## src/rtl/brush_stamp_engine.sv

```systemverilog
// rtl/brush_stamp_engine.sv - square brush stamper driving the 80x60 cell frame buffer write port.
// Optional build macro ERASER_EN adds an erase input that paints white instead of colour.
module brush_stamp_engine #(
  parameter int GRID_W     = 80,
  parameter int GRID_H     = 60,
  parameter int CELL_SHIFT = 3,
  parameter int MAX_RADIUS = 3
) (
  input  logic        clk,
  input  logic        reset,
  input  logic        paint_req,
  input  logic [9:0]  cursor_x,
  input  logic [9:0]  cursor_y,
  input  logic [11:0] colour,
  input  logic [1:0]  brush_radius,
`ifdef ERASER_EN
  input  logic        erase,
`endif
  output logic        write_en,
  output logic [9:0]  write_x,
  output logic [9:0]  write_y,
  output logic [11:0] write_colour,
  output logic        busy,
  output logic        done
);

  typedef enum logic [1:0] {IDLE, STAMP, DONE} state_t;

  localparam logic signed [10:0] X_LIM = 11'(GRID_W);
  localparam logic signed [10:0] Y_LIM = 11'(GRID_H);
  localparam logic signed [10:0] X_MAX = 11'(GRID_W - 1);
  localparam logic signed [10:0] Y_MAX = 11'(GRID_H - 1);
  localparam logic [1:0]         R_MAX = 2'(MAX_RADIUS);

  state_t state;

  logic [10:0] cur_x, cur_y;
  logic [10:0] x0_q, x1_q, y1_q;

  logic signed [10:0] req_cx, req_cy, req_r;
  logic signed [10:0] x_lo, x_hi, y_lo, y_hi;
  logic signed [10:0] x0_c, x1_c, y0_c, y1_c;
  logic [1:0]         r_sat;
  logic [11:0]        req_colour;
  logic               out_of_grid;

  // Bounds are computed in signed arithmetic so a brush hanging off the top/left edge clips at 0.
  always_comb begin
    r_sat       = (brush_radius > R_MAX) ? R_MAX : brush_radius;
    req_cx      = signed'({1'b0, cursor_x >> CELL_SHIFT});
    req_cy      = signed'({1'b0, cursor_y >> CELL_SHIFT});
    req_r       = signed'({9'd0, r_sat});
    x_lo        = req_cx - req_r;
    x_hi        = req_cx + req_r;
    y_lo        = req_cy - req_r;
    y_hi        = req_cy + req_r;
    x0_c        = (x_lo < 0) ? 11'sd0 : x_lo;
    x1_c        = (x_hi > X_MAX) ? X_MAX : x_hi;
    y0_c        = (y_lo < 0) ? 11'sd0 : y_lo;
    y1_c        = (y_hi > Y_MAX) ? Y_MAX : y_hi;
    out_of_grid = (req_cx >= X_LIM) || (req_cy >= Y_LIM);
`ifdef ERASER_EN
    req_colour  = erase ? 12'hFFF : colour;
`else
    req_colour  = colour;
`endif
  end

  // The first write is registered on the request edge itself, so it appears the very next cycle.
  always_ff @(posedge clk or posedge reset) begin
    if (reset) begin
      state        <= IDLE;
      write_en     <= 1'b0;
      write_x      <= 10'd0;
      write_y      <= 10'd0;
      write_colour <= 12'd0;
      busy         <= 1'b0;
      done         <= 1'b0;
      cur_x        <= 11'd0;
      cur_y        <= 11'd0;
      x0_q         <= 11'd0;
      x1_q         <= 11'd0;
      y1_q         <= 11'd0;
    end else begin
      case (state)
        IDLE: begin
          done     <= 1'b0;
          write_en <= 1'b0;
          if (paint_req) begin
            write_colour <= req_colour;
            x0_q         <= x0_c;
            x1_q         <= x1_c;
            y1_q         <= y1_c;
            if (out_of_grid) begin
              state <= DONE;
              done  <= 1'b1;
            end else begin
              state    <= STAMP;
              busy     <= 1'b1;
              write_en <= 1'b1;
              cur_x    <= x0_c;
              cur_y    <= y0_c;
              write_x  <= 10'(x0_c << CELL_SHIFT);
              write_y  <= 10'(y0_c << CELL_SHIFT);
            end
          end
        end
        STAMP: begin
          if (cur_x == x1_q) begin
            if (cur_y == y1_q) begin
              state    <= DONE;
              write_en <= 1'b0;
              busy     <= 1'b0;
              done     <= 1'b1;
            end else begin
              cur_x   <= x0_q;
              cur_y   <= cur_y + 11'd1;
              write_x <= 10'(x0_q << CELL_SHIFT);
              write_y <= 10'((cur_y + 11'd1) << CELL_SHIFT);
            end
          end else begin
            cur_x   <= cur_x + 11'd1;
            write_x <= 10'((cur_x + 11'd1) << CELL_SHIFT);
          end
        end
        DONE: begin
          done  <= 1'b0;
          state <= IDLE;
        end
        default: begin
          state    <= IDLE;
          write_en <= 1'b0;
          busy     <= 1'b0;
          done     <= 1'b0;
        end
      endcase
    end
  end

endmodule

```

## config.mk

```make
export PLATFORM = sky130hd
export DESIGN_NAME = brush_stamp_engine
export DESIGN_NICKNAME = d
export VERILOG_FILES = /design/src/rtl/brush_stamp_engine.sv
export SDC_FILE = /design/constraint.sdc
export NUM_CORES = 1
export LEC_CHECK = 0
export BUFFER_PORTS_ARGS = -buffer_cell sky130_fd_sc_hd__buf_2
export CAP_MARGIN = 20
export CORE_MARGIN = 4
export CORE_UTILIZATION = 40
export CTS_BUF_LIST = sky130_fd_sc_hd__clkbuf_4 sky130_fd_sc_hd__clkbuf_8
export CTS_CLUSTER_DIAMETER = 200
export CTS_CLUSTER_SIZE = 16
export DETAILED_ROUTE_END_ITERATION = 6
export PLACE_DENSITY = 0.59
export SYNTH_ARGS = -nofsm -noshare
export SYNTH_HDL_FRONTEND = slang
export SYNTH_SLANG_ARGS = --single-unit
```

## constraint.sdc

```tcl
create_clock -name clk -period 2.6 [get_ports clk]
set_input_delay 0.65 -clock clk [delete_from_list [all_inputs] [get_ports clk]]
set_output_delay 0.65 -clock clk [all_outputs]
set_load 0.005 [all_outputs]
```

Yosys cells after proc, flatten, opt, wreduce, memory -nomap -nowiden
Index checks and enable logic that the tools add are counted.
Storage, ports and cells
  output and inout bits: 35
  register bits: 92
  input port bits: 37
  word-level logic and storage cells: 89
Cells by class
  add/sub/neg operators: 6
  eq/ne operators: 10
  order comparisons: 7
  bitwise operators: 1
  muxes and demuxes: 43
  reductions and logical operators: 10
Operators by type and width (number)
  two-way mux 11 bit: 10
  two-way mux 10 bit: 8
  one-hot mux 11 bit (2 select lines): 2
  one-hot mux 10 bit (2 select lines): 2
  adder 11 x 1 -> 11 bit, second input constant: 2
  == test 11 bit: 2
  adder 7 x 2 -> 8 bit: 2
  less-than comparator 8 x 1 -> 1 bit, second input constant: 2
  two-way mux 8 bit: 2
  subtractor 7 x 2 -> 8 bit: 2
  two-way mux 1 bit: 10
  two-way mux 2 bit: 5
  != test 2 bit, second input constant: 5
  AND reduction 5 bit: 2
  greater-than comparator 8 x 6 -> 1 bit, second input constant: 1
  greater-than comparator 8 x 7 -> 1 bit, second input constant: 1
  greater-or-equal comparator 7 x 6 -> 1 bit, second input constant: 1
  greater-or-equal comparator 7 bit, second input constant: 1
  one-hot mux 1 bit (3 select lines): 2
  AND reduction 3 bit: 2
  one-hot mux 2 bit (2 select lines): 1
  AND reduction 2 bit: 2
  AND reduction 4 bit: 1
  != test 3 bit, second input constant: 1
  other kinds (8): 8

Depth between registers and ports, before layout
Gate-level depths: netlist of the first run.
  depth after elaboration: 8
  mapped depth: 9
  mapped depth without buffers: 9

Worst setup path before layout of the first run
Ideal clock, no wire load.
  kind: input to register
  start: input cursor_x[3]
  end: register cur_x[6]
  path slack: 0.118 ns
  data arrival time: 2.357 ns
  setup time: 0.125 ns
  required time: 2.475 ns
  cell stages on the path: 9
  path buffers: 0
  cells stage by stage: inv_1 -> ha_1 -> inv_1 -> fa_1 -> or3_1 -> nor3_1 -> mux2i_1 -> o22ai_1 -> mux2_4
On the way
  cells in the longest elaborated chain, start to end: 6
  elaborated cells between the ends (all ways): 10
  those cells by class: 1 x add/sub; 2 x order compare; 1 x eq/ne; 4 x mux; 2 x reduce/logical
Ends and longest elaborated chain
  start, declared: line 12  | input logic [9:0] cursor_x,
  subtractor 7 x 2 -> 8 bit: line 53  | x_lo = req_cx - req_r;
  less-than comparator 8 x 1 -> 1 bit: line 57  | x0_c = (x_lo < 0) ? 11'sd0 : x_lo;
  two-way mux 11 bit: line 57
  two-way mux 11 bit: line 94  | if (out_of_grid) begin
  two-way mux 11 bit: line 89  | if (paint_req) begin
  one-hot mux 11 bit (2 select lines): line 85  | case (state)
  end signal, assigned: line 116  | cur_x <= x0_q;
  end signal, assigned: line 122  | cur_x <= cur_x + 11'd1;
  end, declared: line 37  | logic [10:0] cur_x, cur_y;
Parallel ways exist; a longest one is shown, timed or not. The select of a mux whose other input is x is not followed.
A chain may end at the register's enable or synchronous reset.

Final worst setup path of the first run
  start: register cur_x[8]
  end: register cur_y[2]
On the way
  cells in the longest elaborated chain, start to end: 3
Ends and longest elaborated chain
  == test 11 bit: line 109  | if (cur_x == x1_q) begin
  != test 2 bit (no source line)
  AND reduction 5 bit (no source line)
  end signal, assigned: line 102  | cur_y <= y0_c;
  end signal, assigned: line 117  | cur_y <= cur_y + 11'd1;
  end, declared: line 37
No other way between the ends.

==> impl_metrics.csv, run 1 <==
group,metric,value,unit
placed_design,post_dp_cell_area,4460,sq um
worst_setup_path,cp-start-kind,"register",
route,detail-route-antenna-nets,0,
clock_tree,ctsResizeCount,0,
power,p_leak,2.22,nW
worst_setup_path,worstReg2RegStart,"cur_x[8]$_DFFE_PP0P_",
floorplanning,die_y,107,um
power,total_power,4.49,mW
yosys,synth_common_cells,"nand2_1 (76), dfrtp_1 (62), nor2_1 (33), o21ai_0 (25), xor2_1 (21)",
clock_tree,clk_path_buf_depth,2,
timing,finalHoldViolCount,0,
yosys,syn_area_per_cell,8.86,sq um
layout,n_fill_cell,926,
placed_design,dpl.cell_count,636,
placed_design,port_buffers,59,
floorplanning,initial_core_util,41.9,%
layout,num_antenna_cells,0,
route,drt_first_pass_iters,4,
route,drc,0,
yosys,netlist_top_cells_area,"dfrtp_1 (39%), nand2_1 (7.2%), xor2_1 (4.7%)",
timing,finalSetupViolations,0,
worst_setup_path,cp_max_fo,11,
power,power_frac_comb,44.3,%
clock_tree,numCtsBuffers,9,
placed_design,place_hpwl,7330,um
worst_setup_path,rr_worst_depth,6,
power,internal_power,2.61,mW
worst_setup_path,critPathCaptureType,"register",
run_status,status,"finished, final reports clean",
placed_design,preCtsSetupSlack,-0.181,ns
power,p_per_area,968,nW/um^2
yosys,syn_inst,445,
power,p_clk_share,17.2,%
worst_setup_path,crit_required,2.83,ns
floorplanning,rows,35,
clock_tree,path_clk_slew,0.08,ns
power,power.share.sequential,38.5,%
global_routing,grt_pass1_vias,3182,
global_routing,grt_max_degree,33,
timing,setup_tns,0,ns
power,swShare,41.9,%
job,maxCapViolations,0,
clock_tree,post-cts-setup-buffers,0,
layout,layout-drive-gt1-share,25.0,%
clock_tree,cts_tree,"done",
clock_tree,cts_htree_levels,3,
floorplanning,ios,72,
timing,period_needed,2.44,ns
yosys,yosysWarnings,0,
layout,fin_area,4640,sq um
global_routing,antenna_found_initial,0,
route,wl_per_cell,14.8,um
power,switching_power,1.88,mW
route,vias,3323,
yosys,synth-seq-cells,62,
global_routing,grt_overflow,0,
timing,fmaxAchievable,410,MHz
worst_setup_path,criticalPathCategory,"reg -> reg",
timing,tightest_slew,0.520,ns
global_routing,grt_usage,17.6,%
floorplanning,core_area,9420,sq um
yosys,async_flop_share,100,%
clock_tree,clock-sinks,62,
min_path,hold_class,"in -> async",
route,drt_iter0_markers,128,
yosys,yosysTopAreaCellShare,39.4,%
clock_tree,insertion_delay,0.34,ns
route,wirelength,9670,um
yosys,yosysMostFrequentCell,"nand2_1",
yosys,synth_edf_count,0,
yosys,synthFlopType,"dfrtp_1",
layout,area_delta_synth_final,17.6,%
timing,max_slew_margin,65.3,%
yosys,synth_area,3940,sq um
clock_tree,root_buffer,"clkbuf_8",
power,peakVddDrop,0.348,mV
worst_setup_path,arrival,2.67,ns
timing,setup_ws,0.160,ns
yosys,seq_area_frac_synth,39.4,%
floorplanning,dieArea,11500,sq um
layout,final_cells,652,
timing,rsz0062_at_grt,"no",
timing,period_share,93.8,%
timing,clock_skew,0.0130,ns
placed_design,place.gp.congestion,0.827,
route,viasPerCell,5.10,
yosys,yosysTopAreaCell,"dfrtp_1",
layout,final_net_count,569,
worst_setup_path,critPathLaunch,"cur_x[8]$_DFFE_PP0P_",
yosys,synth_cell_types,62,
timing,slew_violations,0,
global_routing,grt_pass1_wl,16100,um
floorplanning,die_w,107,um
clock_tree,postCtsHoldBufs,0,
-- final cells by class --
type | count | area (sq um) | area share (%)
multi-input combinational | 332 | 2110 | 45.5
timing repair buffer | 96 | 573 | 12.4
inverter | 17 | 66.3 | 1.43
sequential | 62 | 1550 | 33.5
clock inverter | 7 | 48.8 | 1.05
clock buffer | 9 | 124 | 2.67
tap | 129 | 161 | 3.48
-- power groups by stage --
| stage | registers (mW) | logic, mW | clock network, mW |
|---|---|---|---|
| floorplan | 1.67 | 1.43 | 0 |
| global route | 1.79 | 2.24 | 0.834 |
| finish | 1.72 | 1.99 | 0.772 |
| global placement | 1.73 | 1.96 | 0 |
| CTS | 1.72 | 2.01 | 0.787 |
| detailed placement | 1.74 | 2.00 | 0 |
-- routing by layer --
layer  up-vias  GRT usage [%]  wire length, um
li1       1649              -                -
met1      1585           25.3             4790
met4         0           5.11              110
met3         8           3.72              580
met5         -              0                0
met2        81           26.8             4200
-- cells by family after synthesis --
group	Yosys count	synth area share, %
AO/OA/AOI/OAI	86	14.5
XOR/XNOR	35	7.78
adder cells (fa/ha/maj)	14	5.20
buffers and inverters	56	7.65
flip-flops	62	39.4
multiplexers	10	2.92
other	1	0.0951
AND/OR/NAND/NOR	181	22.5
-- flip-flops by register name, indices dropped and copies added (netlist names) --
register and count:
write_colour 12, x1_q 8, x0_q 7, y1_q 8, state 2, busy 1, cur_x 11, write_en 1
done 1, cur_y 11
-- path summary, 6_finish.rpt --
| check | end | slack, ns |
|---|---|---|
| setup / recovery | cur_y[2]$_DFFE_PP0P_ | 0.16 |
| hold / removal | write_colour[9]$_DFFE_PP0P_ | 0.33 |
| setup reg to reg | cur_y[2]$_DFFE_PP0P_ | 0.16 |
| min in group clk | write_colour[11]$_DFFE_PP0P_ | 0.47 |
| hold reg to reg | write_colour[11]$_DFFE_PP0P_ | 0.47 |
| max in group asynchronous | y1_q[6]$_DFFE_PP0P_ | 1.53 |
-- worst max-delay path, cell delays in order, from the launching register on --
cell	delay, ns
dfrtp_1	0.43
or3_4	0.42
nor4_4	0.46
and3_4	0.30
a21o_1	0.33
o21ai_0	0.14
a22o_1	0.24
-- layout by cell type (no fill, tap or decap), types with 9 or more instances in the layout --
cell type,count
nand2_1,76
nor2_1,32
and3_1,9
nand3_1,12
xnor2_1,14
clkbuf_8,9
a21oi_1,16
inv_1,15
buf_2,59
xor2_1,21
buf_4,37
dfrtp_1,62
ha_1,10
o21ai_0,25
nor3_1,9
-- metrics by stage --
| stage | hold slack, ns | util [%] |
|---|---|---|
| 3_5_place_dp | 0.457 | 47.4 |
| 6_report | 0.331 | 49.2 |
| 3_3_place_gp | 0.453 | 47.4 |
| 2_1_floorplan | 0.445 | - |
| 4_1_cts | 0.334 | 49.2 |
| 5_1_grt | 0.370 | 49.2 |
No activity file was read; power rests on OpenSTA's default activity.
==> inputs of run 2 (changes only) <==
ABC_AREA = 1   (was not set)
CORE_UTILIZATION = 41   (was 40)
==> run 2 against run 1 <==
Effect of this change: die area is 3.6% higher; critical endpoint is now cur_x[4]$_DFFE_PP0P_; setup slack better by 0.40 ns; combinational power shrank 58%; critical path type is now in -> reg; wire length up 1.1%; clock power up 28%; clock skew fell by 0.0045 ns; worst hold slack improved by 0.037 ns; first-iteration DRC count up 41%.
==> impl_metrics.csv, run 2 <==
group,metric,value,unit
yosys,yosysWarnings,0,
route,vias,3720,
worst_setup_path,r2r-end,"cur_x[0]$_DFFE_PP0P_",
clock_tree,post-cts-setup-buffers,0,
floorplanning,die_y,109,um
timing,clock_skew,0.00852,ns
yosys,syn_inst,592,
layout,final_common_cell,"nand2_1",
global_routing,grt_usage,17.6,%
placed_design,port_buffers,59,
route,drt_first_pass_iters,4,
route,wirelength,9780,um
clock_tree,cts_htree_levels,3,
layout,final_net_count,685,
worst_setup_path,crit_path_frequent_cell,"inv_1",
placed_design,place_hpwl,7350,um
layout,num_antenna_cells,0,
timing,period_share,78.3,%
worst_setup_path,critPathCaptureType,"register",
clock_tree,clk_path_buf_depth,2,
timing,finalHoldViolCount,0,
clock_tree,clock-sinks,62,
power,swShare,34.5,%
timing,period_needed,2.04,ns
layout,most-common-layout-cells,"nand2_1 (207), inv_1 (63), dfrtp_1 (62)",
worst_setup_path,crit_cells,10,
floorplanning,initial_core_util,42.6,%
power,p_leak,2.53,nW
worst_setup_path,arrival,2.28,ns
clock_tree,root_buffer,"clkbuf_8",
timing,max_slew_margin,59.6,%
clock_tree,ctsResizeCount,0,
global_routing,antenna_found_initial,0,
worst_setup_path,crit_buf_inv,3,
floorplanning,ios,72,
route,drc,0,
worst_setup_path,critical-path-top-delay-family,"adder cells",
clock_tree,insertion_delay,0.34,ns
global_routing,grt_overflow,0,
worst_setup_path,cp_max_fo,3,
worst_setup_path,rrSetupSlack,0.59,ns
timing,rsz0062_at_grt,"no",
power,power_frac_comb,26.6,%
yosys,synth_common_cells,"nand2_1 (207), inv_1 (64), dfrtp_1 (62), nand3_1 (50), nor2_1 (46)",
worst_setup_path,cp_slowest_stage_delay,0.40,ns
clock_tree,cts_tree,"done",
clock_tree,numCtsBuffers,9,
timing,setup_tns,0,ns
global_routing,grt_pass1_wl,16700,um
job,maxCapViolations,0,
timing,slew_violations,0,
yosys,netlist_top_cells_area,"dfrtp_1 (37%), nand2_1 (19%), nand3_1 (6.0%)",
power,internal_power,2.06,mW
worst_setup_path,cp-start-kind,"input port",
yosys,synthFlopType,"dfrtp_1",
power,switching_power,1.09,mW
worst_setup_path,criticalPathCategory,"in -> reg",
clock_tree,path_clk_slew,0.07,ns
yosys,synth-seq-cells,62,
worst_setup_path,crit_slowest_cell,"fa_1",
floorplanning,core_area,9860,sq um
yosys,synth_edf_count,0,
clock_tree,postCtsHoldBufs,0,
layout,largest_reg_flops,12,
yosys,synth_area,4200,sq um
yosys,syn_area_per_cell,7.09,sq um
min_path,hold_class,"in -> async",
global_routing,grt_pass1_vias,3633,
run_status,status,"finished, final reports clean",
power,p_per_area,668,nW/um^2
power,power.share.sequential,42.0,%
floorplanning,dieArea,11900,sq um
worst_setup_path,worstPathCellList,"buf_2 > inv_1 > ha_1 > inv_1 > fa_1 > nor3_1 > xor2_1 > o21ai_0 > nand3_1 > nand2_1",
route,detail-route-antenna-nets,0,
yosys,yosysMostFrequentCell,"nand2_1",
layout,top_register,"write_colour",
yosys,synth_cell_types,36,
layout,reg_top3,"write_colour (12), cur_x (11), cur_y (11)",
global_routing,grt_max_degree,39,
floorplanning,rows,36,
timing,finalSetupViolations,0,
worst_setup_path,worstReg2RegStart,"cur_x[0]$_DFFE_PP0P_",
route,viasPerCell,4.82,
power,p_clk_share,31.4,%
yosys,yosysTopAreaCell,"dfrtp_1",
route,wl_per_cell,12.7,um
timing,tightest_slew,0.605,ns
yosys,async_flop_share,100,%
layout,final_cells,772,
timing,fmaxAchievable,491,MHz
layout,layout-drive-gt1-share,15.3,%
layout,area_delta_synth_final,12.4,%
worst_setup_path,crit_required,2.84,ns
yosys,seq_area_frac_synth,37.0,%
placed_design,dpl.cell_count,756,
floorplanning,die_w,109,um
placed_design,place.gp.congestion,0.897,
power,peakVddDrop,0.284,mV
route,drt_iter0_markers,181,
worst_setup_path,rr_worst_depth,10,
yosys,yosysTopAreaCellShare,37.0,%
==> run 2: metal layers <==
metal / vias to the layer above / global-route usage [%] / part of all wire (%) / wire length (um)
li1: 1915 / - / - / -
met1: 1714 / 22.2 / 44 / 4320
met2: 77 / 30.4 / 50 / 4920
met3: 14 / 3.85 / 4.1 / 399
met4: 0 / 4.90 / 1.5 / 143
met5: - / 0 / 0 / 0
==> run 2: worst max path at each step <==
stage,startpoint,to,slack [ns]
5_1_grt,brush_radius[1],y1_q[0]$_DFFE_PP0P_,0.34
6_report,cursor_x[3],cur_x[4]$_DFFE_PP0P_,0.56
4_1_cts,cur_x[0]$_DFFE_PP0P_,cur_y[6]$_DFFE_PP0P_,0.56
2_1_floorplan,reset,busy$_DFFE_PP0P_,0.41
3_3_place_gp,cursor_x[3],cur_x[4]$_DFFE_PP0P_,0.23
3_5_place_dp,brush_radius[1],y1_q[1]$_DFFE_PP0P_,0.21
==> run 2: area by class of cell <==
class	count	area [sq um]
well taps	133	166
inverters	68	255
clock inverters	5	81.3
clock buffers	11	151
repair buffers	66	360
flip-flops and latches	62	1550
multi-input cells	427	2150
fillers	1049	5150
==> run 2: through the flow <==
stage / worst slack (ns) / instance area (sq um) / hold slack, ns / power [mW] / util [%]
after floorplan: 0.409 / 4220 / 0.452 / 2.02 / -
after global placement: 0.234 / 4480 / 0.450 / 2.17 / 45.5
after detailed placement: 0.206 / 4480 / 0.459 / 2.18 / 45.5
after CTS: 0.556 / 4720 / 0.382 / 3.18 / 47.8
after global routing: 0.339 / 4720 / 0.411 / 3.37 / 47.8
final: 0.563 / 4720 / 0.368 / 3.15 / 47.8
==> run 2: cells by family (layout without fill, tap and decap cells) <==
group                      Yosys count  in the layout  share of synthesized area, %
and+or+nand+nor                    336            336                          33.9
AOI/OAI and AO/OA                   43             43                          5.78
other                                1              6                        0.0893
xor gates and xnor gates            28             28                          6.02
adders and majority gates           14             14                          4.89
buffers and inverters              108            150                          12.3
DFF                                 62             62                          37.0
==> run 2: power by group through the flow <==
| stage | combinational (mW) | clock (mW) | sequential, mW |
|---|---|---|---|
| after global placement | 0.831 | 0 | 1.34 |
| after CTS | 0.847 | 1.01 | 1.32 |
| final | 0.837 | 0.989 | 1.32 |
| after detailed placement | 0.840 | 0 | 1.34 |
| after global routing | 0.966 | 1.06 | 1.35 |
| after floorplan | 0.782 | 0 | 1.24 |
==> inputs of run 3 (changes only) <==
clock period = 2.13 ns   (was 2.6 ns; I/O delays follow)
==> run 3 against run 2 <==
Effect of this change: setup slack got worse by 0.34 ns; sequential power rose by 16%; clock skew is 0.0037 ns higher; clock power increased by 12%; final cell count is 3.5% higher; worst hold slack lost 0.15 ns; flip-flop and latch count is the same; critical path depth grew 1; combinational power is 46% higher; via count up 3.6%; cell area up 3.9%; total power is 23% higher.
==> impl_metrics.csv, run 3 (same netlist as run 2, synthesis figures left out) <==
group,metric,value,unit
clock_tree,postCtsHoldBufs,0,
layout,fin_area,4900,sq um
floorplanning,die_w,109,um
worst_setup_path,rrSetupSlack,0.29,ns
floorplanning,rows,36,
layout,most-common-layout-cells,"nand2_1 (207), inv_1 (63), dfrtp_1 (62)",
layout,num_antenna_cells,0,
global_routing,grt_usage,18.1,%
power,total_power,3.86,mW
clock_tree,numCtsBuffers,9,
clock_tree,clock-sinks,62,
layout,area_delta_synth_final,16.8,%
layout,n_fill_cell,1012,
route,drc,0,
layout,final_common_cell,"nand2_1",
route,wl_per_cell,12.7,um
timing,tightest_slew,0.638,ns
min_path,hold_class,"in -> async",
placed_design,port_buffers,59,
worst_setup_path,cp_slowest_stage_delay,0.30,ns
timing,max_slew_margin,57.4,%
clock_tree,insertion_delay,0.33,ns
global_routing,grt_overflow,0,
placed_design,preCtsSetupSlack,-0.122,ns
worst_setup_path,crit_path_frequent_cell,"nand2_1",
floorplanning,initial_core_util,42.6,%
clock_tree,cts_htree_levels,3,
route,drt-met1-wl,4620,um
job,maxCapViolations,0,
layout,reg_top3,"write_colour (12), cur_x (11), cur_y (11)",
route,detail-route-antenna-nets,0,
global_routing,grt_pass1_vias,3659,
clock_tree,clk_path_buf_depth,2,
route,dr_wl_met2,5000,um
timing,setup_tns,0,ns
timing,slew_violations,0,
layout,largest_reg_flops,12,
clock_tree,ctsResizeCount,0,
timing,period_needed,1.90,ns
timing,clock_skew,0.0122,ns
global_routing,grt_max_degree,39,
global_routing,grt_pass1_wl,17300,um
route,wirelength,10200,um
placed_design,post_dp_cell_area,4690,sq um
timing,period_share,89.3,%
power,p_per_area,787,nW/um^2
placed_design,place_hpwl,7730,um
floorplanning,die_y,109,um
layout,final_net_count,712,
clock_tree,path_clk_slew,0.08,ns
worst_setup_path,criticalPathCategory,"in -> reg",
placed_design,place.gp.congestion,0.846,
placed_design,dpl.cell_count,783,
floorplanning,dieArea,11900,sq um
run_status,status,"finished, final reports clean",
route,top_layer,"met4",
route,viasPerCell,4.82,
worst_setup_path,cp_max_fo,5,
route,vias,3854,
timing,setup_ws,0.227,ns
floorplanning,core_area,9860,sq um
clock_tree,cts_tree,"done",
global_routing,antenna_found_initial,0,
worst_setup_path,worstPathCellList,"buf_2 > inv_1 > ha_1 > o21bai_1 > nand2_1 > o21ai_0 > nand2_1 > nand2_1 > nand4_1 > nand2_1 > inv_1",
power,peakVddDrop,0.383,mV
worst_setup_path,critPathCaptureType,"register",
layout,top_register,"write_colour",
route,drt_iter0_markers,203,
worst_setup_path,crit_slowest_cell,"ha_1",
clock_tree,post-cts-setup-buffers,0,
timing,finalSetupViolations,0,
layout,layout-drive-gt1-share,18.8,%
route,routed-wl-met3,384,um
worst_setup_path,critical-path-top-delay-family,"simple AND/OR/NAND/NOR gates",
worst_setup_path,cp-start-kind,"input port",
timing,rsz0062_at_grt,"no",
worst_setup_path,crit_buf_inv,3,
worst_setup_path,crit_required,2.36,ns
timing,finalHoldViolCount,0,
layout,final_cells,799,
worst_setup_path,critPathLaunch,"brush_radius[1]",
clock_tree,root_buffer,"clkbuf_8",
worst_setup_path,worstReg2RegStart,"cur_x[4]$_DFFE_PP0P_",
power,p_leak,2.65,nW
floorplanning,ios,72,
timing,fmaxAchievable,526,MHz
route,drt_first_pass_iters,4,
worst_setup_path,arrival,2.13,ns
==> run 3: cell count changes in the layout (fill, tap and decap cells not counted), sizes merged <==
cell,before,now
buf,66,93
inv,68,70
bufinv,2,1
clkinv,2,1
==> run 3: routing by layer <==
metal | vias to the layer above | global-route usage (%)
met1 | 1792 | 23.8
met4 | 0 | 5.16
met5 | - | 0
li1 | 1971 | -
met3 | 15 | 2.13
met2 | 76 | 31.5
==> run 3: worst paths after layout <==
path                                           endpoint  cells past startpoint
hold reg to reg             write_colour[8]$_DFFE_PP0P_                      2
hold / removal             write_colour[10]$_DFFE_PP0P_                      2
setup reg to reg                   cur_y[0]$_DFFE_PP0P_                     10
max in group asynchronous           x0_q[1]$_DFFE_PP0P_                      3
min in group clk            write_colour[6]$_DFFE_PP0P_                      3
setup / recovery                    y1_q[0]$_DFFE_PP0P_                     11
==> run 3: area by class of cell <==
cell class / count / area, sq um / share of cell area (%)
clock inverters: 5 / 63.8 / 1.30
multi-input cells: 427 / 2150 / 43.9
flip-flops and latches: 62 / 1550 / 31.6
clock buffers: 11 / 151 / 3.09
well taps: 133 / 166 / 3.39
repair buffers: 93 / 563 / 11.5
inverters: 68 / 255 / 5.21
==> run 3: stage by stage <==
| stage | hold slack (ns) | util [%] |
|---|---|---|
| after global placement | 0.450 | 47.5 |
| after CTS | 0.230 | 49.7 |
| after floorplan | 0.452 | - |
| final | 0.215 | 49.7 |
| after global routing | 0.255 | 49.7 |
| after detailed placement | 0.454 | 47.5 |
==> run 3: worst reg2reg max path, cell delays in order (launching register included) <==
cell and delay [ns]:
dfrtp_1 0.44, inv_2 0.11, nand2_1 0.06, nand2_1 0.05, nand2_1 0.08, nor2_4 0.16
nand2_4 0.12, nand2_4 0.20, nand2_1 0.31, nand2_1 0.15, nand2_1 0.05
==> run 3: report_power, final <==
group | internal (mW) | leakage [nW] | switching, mW
sequential | 1.36 | 0.759 | 0.170
combinational | 0.526 | 1.79 | 0.691
clock | 0.615 | 0.107 | 0.497
total | 2.50 | 2.65 | 1.36
